--- src/rtl/lc3b_types.sv ---
// Shared types for the LC-3b L1 cache: word/tag/index types, controller states, address field bounds.
// Latency: n/a (types and constants only).
// Backpressure: n/a.
package lc3b_types;

   typedef logic [15:0] lc3b_word;
   typedef logic [8:0]  lc3b_tag;
   typedef logic [2:0]  lc3b_c_index;

   typedef enum logic [1:0] {
      IDLE      = 2'd0,
      WRITEBACK = 2'd1,
      FETCH     = 2'd2
   } cache_state_t;

   localparam int TAG_MSB = 15;
   localparam int TAG_LSB = 7;
   localparam int IDX_MSB = 6;
   localparam int IDX_LSB = 4;

endpackage

--- src/rtl/cache_lru_array.sv ---
// Per-set LRU bit storage; each bit names the least-recently-used way of its set.
// Latency: combinational read, write takes effect on the next rising edge.
// Backpressure: none; a write is accepted every cycle the enable is high.
module cache_lru_array #(
   parameter int NUM_SETS = 8,
   parameter int IDX_W    = 3
) (
   input  logic             clk,
   input  logic             reset_n,
   input  logic [IDX_W-1:0] idx,
   input  logic             we,
   input  logic             wval,
   output logic             rval
);

   logic [NUM_SETS-1:0] lru_q;

   // One flop per set, cleared to way 0 on reset, written at the addressed set only.
   always_ff @(posedge clk or negedge reset_n) begin
      if (!reset_n) begin
         lru_q <= '0;
      end else if (we) begin
         lru_q[idx] <= wval;
      end
   end

   assign rval = lru_q[idx];

endmodule

--- src/rtl/cache_control.sv ---
// Controller FSM for the 2-way L1: hits, dirty-victim writeback, line fetch; optional CACHE_PERF_CNT_EN counters.
// Latency: hit answers in the request cycle; clean miss pmem+1 cycles; dirty miss 2*pmem+1 cycles.
// Backpressure: CPU request is held until mem_resp; each pmem request is held until the pmem_resp pulse.
module cache_control
   import lc3b_types::*;
#(
   parameter int NUM_SETS = 8,
   parameter int IDX_W    = 3
) (
   input  logic        clk,
   input  logic        reset_n,
   input  logic        mem_read,
   input  logic        mem_write,
   input  lc3b_word    mem_addr,
   input  logic        hit,
   input  logic        way_hit,
   input  logic        dirty0,
   input  logic        dirty1,
   input  logic        pmem_resp,
   output logic        mem_resp,
   output logic        pmem_read,
   output logic        pmem_write,
   output logic        pmem_addr_sel,
   output logic        way_sel,
   output logic [1:0]  load_data,
   output logic [1:0]  load_tag,
   output logic [1:0]  load_valid,
   output logic [1:0]  load_dirty,
   output logic        dirty_in,
   output logic        data_sel
`ifdef CACHE_PERF_CNT_EN
   ,
   output logic [15:0] hit_count,
   output logic [15:0] miss_count
`endif
);

   cache_state_t     state_q;
   logic             victim_q;
   logic [IDX_W-1:0] idx;
   logic             req;
   logic             lru_way;
   logic             victim_dirty;
   logic             lru_we;
   logic             unused_addr_bits;

   assign idx              = mem_addr[IDX_LSB +: IDX_W];
   assign unused_addr_bits = ^{mem_addr[TAG_MSB:TAG_LSB], mem_addr[IDX_LSB-1:0]};
   assign req              = mem_read | mem_write;
   assign victim_dirty     = lru_way ? dirty1 : dirty0;
   // Any hit in IDLE makes the hitting way most-recently-used.
   assign lru_we           = (state_q == IDLE) && req && hit;

   cache_lru_array #(
      .NUM_SETS (NUM_SETS),
      .IDX_W    (IDX_W)
   ) u_lru (
      .clk     (clk),
      .reset_n (reset_n),
      .idx     (idx),
      .we      (lru_we),
      .wval    (~way_hit),
      .rval    (lru_way)
   );

   // State sequencing; the victim way is captured when leaving IDLE on a miss.
   always_ff @(posedge clk or negedge reset_n) begin
      if (!reset_n) begin
         state_q  <= IDLE;
         victim_q <= 1'b0;
      end else begin
         case (state_q)
            IDLE: begin
               if (req && !hit) begin
                  victim_q <= lru_way;
                  state_q  <= victim_dirty ? WRITEBACK : FETCH;
               end
            end
            WRITEBACK: if (pmem_resp) state_q <= FETCH;
            FETCH:     if (pmem_resp) state_q <= IDLE;
            default:   state_q <= IDLE;
         endcase
      end
   end

   // Per-state outputs plus hit terms in IDLE; held at zero while reset is asserted.
   always_comb begin
      mem_resp      = 1'b0;
      pmem_read     = 1'b0;
      pmem_write    = 1'b0;
      pmem_addr_sel = 1'b0;
      way_sel       = 1'b0;
      load_data     = 2'b00;
      load_tag      = 2'b00;
      load_valid    = 2'b00;
      load_dirty    = 2'b00;
      dirty_in      = 1'b0;
      data_sel      = 1'b0;
      if (reset_n) begin
         case (state_q)
            IDLE: begin
               if (req && hit) begin
                  mem_resp = 1'b1;
                  if (mem_write) begin
                     way_sel             = way_hit;
                     load_data[way_hit]  = 1'b1;
                     load_dirty[way_hit] = 1'b1;
                     dirty_in            = 1'b1;
                  end
               end
            end
            WRITEBACK: begin
               pmem_write    = 1'b1;
               pmem_addr_sel = 1'b1;
               way_sel       = victim_q;
            end
            FETCH: begin
               pmem_read = 1'b1;
               way_sel   = victim_q;
               if (pmem_resp) begin
                  load_data[victim_q]  = 1'b1;
                  load_tag[victim_q]   = 1'b1;
                  load_valid[victim_q] = 1'b1;
                  load_dirty[victim_q] = 1'b1;
                  data_sel             = 1'b1;
               end
            end
            default: ;
         endcase
      end
   end

`ifdef CACHE_PERF_CNT_EN
   // Saturating hit/miss counters, sampled on IDLE decisions only.
   always_ff @(posedge clk or negedge reset_n) begin
      if (!reset_n) begin
         hit_count  <= '0;
         miss_count <= '0;
      end else if (state_q == IDLE && req) begin
         if (hit) begin
            if (hit_count != 16'hFFFF) hit_count <= hit_count + 16'd1;
         end else begin
            if (miss_count != 16'hFFFF) miss_count <= miss_count + 16'd1;
         end
      end
   end
`endif

endmodule

--- config.mk ---
export PLATFORM = sky130hd
export DESIGN_NAME = cache_control
export DESIGN_NICKNAME = d
export VERILOG_FILES = /design/src/rtl/lc3b_types.sv /design/src/rtl/cache_lru_array.sv /design/src/rtl/cache_control.sv
export SDC_FILE = /design/constraint.sdc
export NUM_CORES = 1
export LEC_CHECK = 0
export CORE_UTILIZATION = 35
export DETAILED_ROUTE_END_ITERATION = 6
export DONT_BUFFER_PORTS = 1
export HOLD_SLACK_MARGIN = 0.1
export SYNTH_ARGS = -nofsm -noshare
export SYNTH_HDL_FRONTEND = slang
export SYNTH_SLANG_ARGS = --single-unit
--- constraint.sdc ---
create_clock -name clk -period 3.5 [get_ports clk]
set_input_delay 0 -clock clk [delete_from_list [all_inputs] [get_ports clk]]
set_output_delay 0 -clock clk [all_outputs]
set_load 0.02 [all_outputs]
# Yosys cells after proc, flatten, opt, wreduce, memory -nomap -nowiden
# Index checks and enable logic that the tools add are counted.
# W data, S select, Z words.
# totals
reg_bits	11
input_bits	25
output_inout_bits	15
# classes
order_cmp	6
eq_ne	5
n_mux	40
bitwise	2
n_reduce_logical	12
# ops
op	n
$mux W1	22
$mux W2	10
$bwmux W8	1
$logic_and A1 B1 Y1	7
$pmux W2 S3	1
$lt A1 B2 Y1 const B	2
$lt A3 B4 Y1 const B	1
$ne A2 B2 Y1 const B	2
$pmux W2 S2	1
$bmux W1 S3	1
$demux W1 S3	1
$ge A3 B1 Y1 const B	1
$reduce_and A3 Y1	1
$demux W1 S1	2
$eq A2 B1 Y1 const B	1
$eq A2 B2 Y1 const B	1
$ge A1 B1 Y1 const B	2
$logic_not A2 Y1	1
$ne A2 B1 Y1 const B	1
$pmux W1 S2	1
$reduce_and A2 Y1	1
$reduce_or A2 Y1	1
$logic_not A1 Y1	1
$not A1 Y1	1
$or A1 B1 Y1	1

# Depth between registers and ports, before layout
# depth
ltp_word	8
depth_mapped	8
mapped_depth_nobuf	6

# Modules after synthesis
# A second synthesis with hierarchy kept.
# hier_totals
cells_unflattened	77
area_unflattened_um2	837.1
# modules_own_cells
mod	n_inst	cells_each	area_each_um2
cache_lru_array	1	30	451.7
cache_control	1	47	385.4

# Worst setup path after synthesis
# Ideal clock, no wire load.
# synth_timing
kind	register to output
startpoint	register state_q[0]
endpoint	output load_dirty[0]
arrival_ns	1.714
required_time_ns	3.500
slack_ns	1.786
stages_incl_launch_ff	8
cell_sequence	dfrtp_1 > inv_1 > ha_1 > clkbuf_1 > nand3_1 > o22a_1 > nor2_1 > buf_4
# synth_between
elab_chain_cells	3
# synth_rtl
element	line	rtl
from (decl)	cache_control.sv:38	cache_state_t state_q;
from (signal assigned)	cache_control.sv:76	state_q <= victim_dirty ? WRITEBACK : FETCH;
$eq A2 B2 Y1 or $logic_not A2 Y1 (tied branches)	n/a	
$pmux W2 S2 (*)	n/a	
$mux W2 (*)	n/a	
to (decl)	cache_control.sv:28	output logic [1:0] load_dirty,
# Every way passes the cells marked *; elsewhere a longest branch is shown, timed or not.

# Final worst setup path
# layout_timing
startpoint	register u_lru.lru_q[7]
endpoint	register state_q[1]
# layout_between
elab_chain_cells	6
# layout_rtl
element	line	rtl
from (decl)	cache_lru_array.sv:16	logic [NUM_SETS-1:0] lru_q;
from (signal, indexed assignment)	cache_lru_array.sv:23	lru_q[idx] <= wval;
$bmux W1 S3	cache_lru_array.sv:27	assign rval = lru_q[idx];
$mux W1 (implied by the code)	cache_lru_array.sv:27	
$mux W1	cache_control.sv:50	assign victim_dirty = lru_way ? dirty1 : dirty0;
$mux W2	cache_control.sv:76	
$mux W2	cache_control.sv:74	if (req && !hit) begin
$pmux W2 S3	cache_control.sv:72	case (state_q)
# Every way passes these cells. The select of a mux whose other input is x is not followed.
# A chain may end at the register's enable or synchronous reset.

==> summary.txt <==
Placement
  • Buffers on Ports: 0
  • Detail Placement HPWL: 1170 um
  • Routability cong.: 0.699
  • Placed cell area: 764 um2

Critical path
  • Data arrival time of the critical path: 2.61 ns
  • R2R cell count: 6
  • CP Class: reg2reg
  • FF-to-FF Start: u_lru.lru_q[7]
  • Worst path bufs/invs: 2
  • Reg2reg end: state_q[1]
  • Crit-path slowest cell: dlygate4sd3_1
  • Delay of the slowest critical-path stage: 0.58 ns
  • Worst Setup End Kind: flop
  • Startpoint types: flop
  • Flop-to-flop setup slack: 1.04 ns
  • Worst Path Max Fanout: 2
  • Crit path cell chain: mux2i_1, mux4_2, mux2i_1, dlygate4sd3_1, a21oi_1, dlygate4sd3_1
  • Worst EP required: 3.65 ns
  • Largest delay share family, worst path: buffers and inverters
  • Setup crit start: u_lru.lru_q[7]

Synth
  • Avg Cell Area, Syn: 9.09 um2
  • Post-synth top area share: 34.4%
  • Post-Syn Nets: 117
  • Synthesized cell area: 800 um2
  • #FFs+latches synth: 11
  • Ys Warns: 0
  • Post-synthesis sequential area ratio: 34.4%
  • Yosys cell types: 29
  • Main synth FF type: dfrtp_1
  • Asr flop ratio synth: 100%
  • EDFF count, synth: 0
  • Largest cells by area after synthesis: dfrtp_1, o31ai_1, ha_1, mux2i_1, buf_4
  • Most frequent cells after synthesis: dfrtp_1, o31ai_1, nand2_1
  • Cell with the most instances after synthesis: dfrtp_1
  • Mapped Cells: 88
  • Area leader, netlist: dfrtp_1

Run
  • MaxCap Viol Count: 0

Layout
  • Final instance area: 941 um2
  • # diodes: 0
  • Area Growth Syn to Fin: 17.7%
  • Layout cells sized above 1: 6.25%
  • Filler Cell Count: 206
  • NumNets Final: 126

GRT
  • GRT Util Overall: 15.9%
  • First-pass GRT wire length: 2950 um
  • Largest net degree at the start of global routing: 12
  • Vias in the first global route: 658
  • Initial antenna violation count: 0
  • Grt ovf: 0

Route
  • # DRC: 0
  • 1st-iter DRT viols: 17
  • Wire length per cell: 14.1 um
  • DRT Pass-1 Iters: 4
  • Post-DRT Antenna Nets: 0
  • Vias/cell: 5.47
  • Via count: 673
  • Wirelength, routed: 1740 um

Clock tree
  • CTS tree: built
  • # clock sinks: 11
  • CTS clk-pin slew, worst paths: 0.07 ns
  • Clock buffer depth: 2
  • Clk_lat worst skew: 0.26 ns
  • CTS Buf Count: 3
  • Clock Tree Root: clkbuf_4
  • Htree depth: 1

Floorplanning
  • Initial Utilization: 38.8%
  • Core Rows: 16
  • Die area: 0.00248 mm2
  • Die X-Extent: 49.8 um
  • Core area: 0.00206 mm2
  • # IOs: 40
  • Chip Height: 49.8 um

STA
  • Worst-Margin Slew: 1.16 ns
  • Final min period: 2.46 ns
  • Final Skew: 0.00489 ns
  • Hold Vio Cnt, Final: 0
  • Slew Viols, Final: 0
  • Finish-stage setup viols: 0
  • Maximum clock frequency: 407 MHz
  • RSZ-0062 raised after global routing: no
  • Slew margin rel.: 22.4%
  • Final setup TNS: 0 ns
  • Final period util: 70.3%

Status
  • Status: complete, no violations

Power
  • Leak: 0.397 nW
  • Cell Pwr Density: 696 mW/mm2
  • Peak supply drop: 0.375 mV
  • Overall power: 0.000655 W

Hold path
  • Worst Hold Depth: 2
  • Hold Path Sink: victim_q
  • Hold Crit Class: in2reg
  • Hold_sp: mem_addr[5]
kinds of logic (layout without fill, tap and decap cells):
logic type,count (synthesis),count (layout),synth area share [%]
multiplexers,6,6,9.08
flip-flops,11,11,34.4
AND/OR/NAND/NOR,22,22,13.3
buffers and inverters,15,23,10.5
adder cells (fa/ha/maj),4,4,6.26
AO/OA/AOI/OAI,30,30,26.5
registers in the layout, summed over array words and instances (netlist names):
name / count
state_q: 2
u_lru.lru_q: 8
victim_q: 1
area by class of cell:
class / instances / area (um2) / share of cell area, %
Clock buffer: 4 / 26.3 / 2.79
Tap cell: 27 / 33.8 / 3.59
Multi-Input combinational cell: 62 / 440 / 46.8
Inverter: 4 / 15.0 / 1.60
Sequential cell: 11 / 275 / 29.3
Timing Repair Buffer: 15 / 150 / 16.0
metal layers:
layer	wire (um)	GRT usage (%)
met1	817	19.8
met2	868	26.8
met3	44	4.94
met4	6	2.86
met5	0	0
worst max path at each step:
stage,endpoint,slack (ns),cells past startpoint
3_3_place_gp,load_data[0],1.76,5
4_1_cts,state_q[1],1.05,6
6_report,state_q[1],1.04,6
5_1_grt,state_q[1],0.94,6
3_5_place_dp,load_data[0],1.72,5
2_1_floorplan,load_dirty[0],1.79,7
power breakdown:
part | leakage (nW) | internal [W] | switching (W)
sequential | 0.139 | 0.000184 | 0.0000411
combinational | 0.243 | 0.000155 | 0.000191
clock | 0.0150 | 0.0000440 | 0.0000398
per-stage QoR:
stage	instances	worst slack, ns	hold slack [ns]	utilization [%]
global placement	104	1.76	-0.295	37.1
finish	123	1.04	0.120	45.6
CTS	123	1.05	0.101	45.6
detailed placement	104	1.72	-0.295	37.1
global route	123	0.939	0.114	45.6
floorplan	88	1.79	-0.296	-
repair_timing:
| action | CTS | global route |
|---|---|---|
| endpoints found under the hold margin | 21 | 0 |
| buffers inserted | 0 | 0 |
| resized for setup | 0 | 0 |
| hold buffers | 15 | 0 |
cells in the final DEF (no fill, tap or decap), drive strengths merged, types with 2 or more instances in the layout:
| cell | Yosys | routed |
|---|---|---|
| dlygate4sd3 | 0 | 15 |
| dfrtp | 11 | 11 |
| o31ai | 8 | 8 |
| nand2 | 7 | 7 |
| o21ai | 6 | 6 |
| mux2i | 5 | 5 |
| inv | 4 | 4 |
| nor2 | 4 | 4 |
| and2 | 4 | 4 |
| a21oi | 4 | 4 |
| ha | 4 | 4 |
| clkbuf | 4 | 4 |
| nand2b | 3 | 3 |
| nand3 | 2 | 2 |
| o21ba | 2 | 2 |
| o41ai | 2 | 2 |
Note: power is estimated with default switching activity, not from simulation.
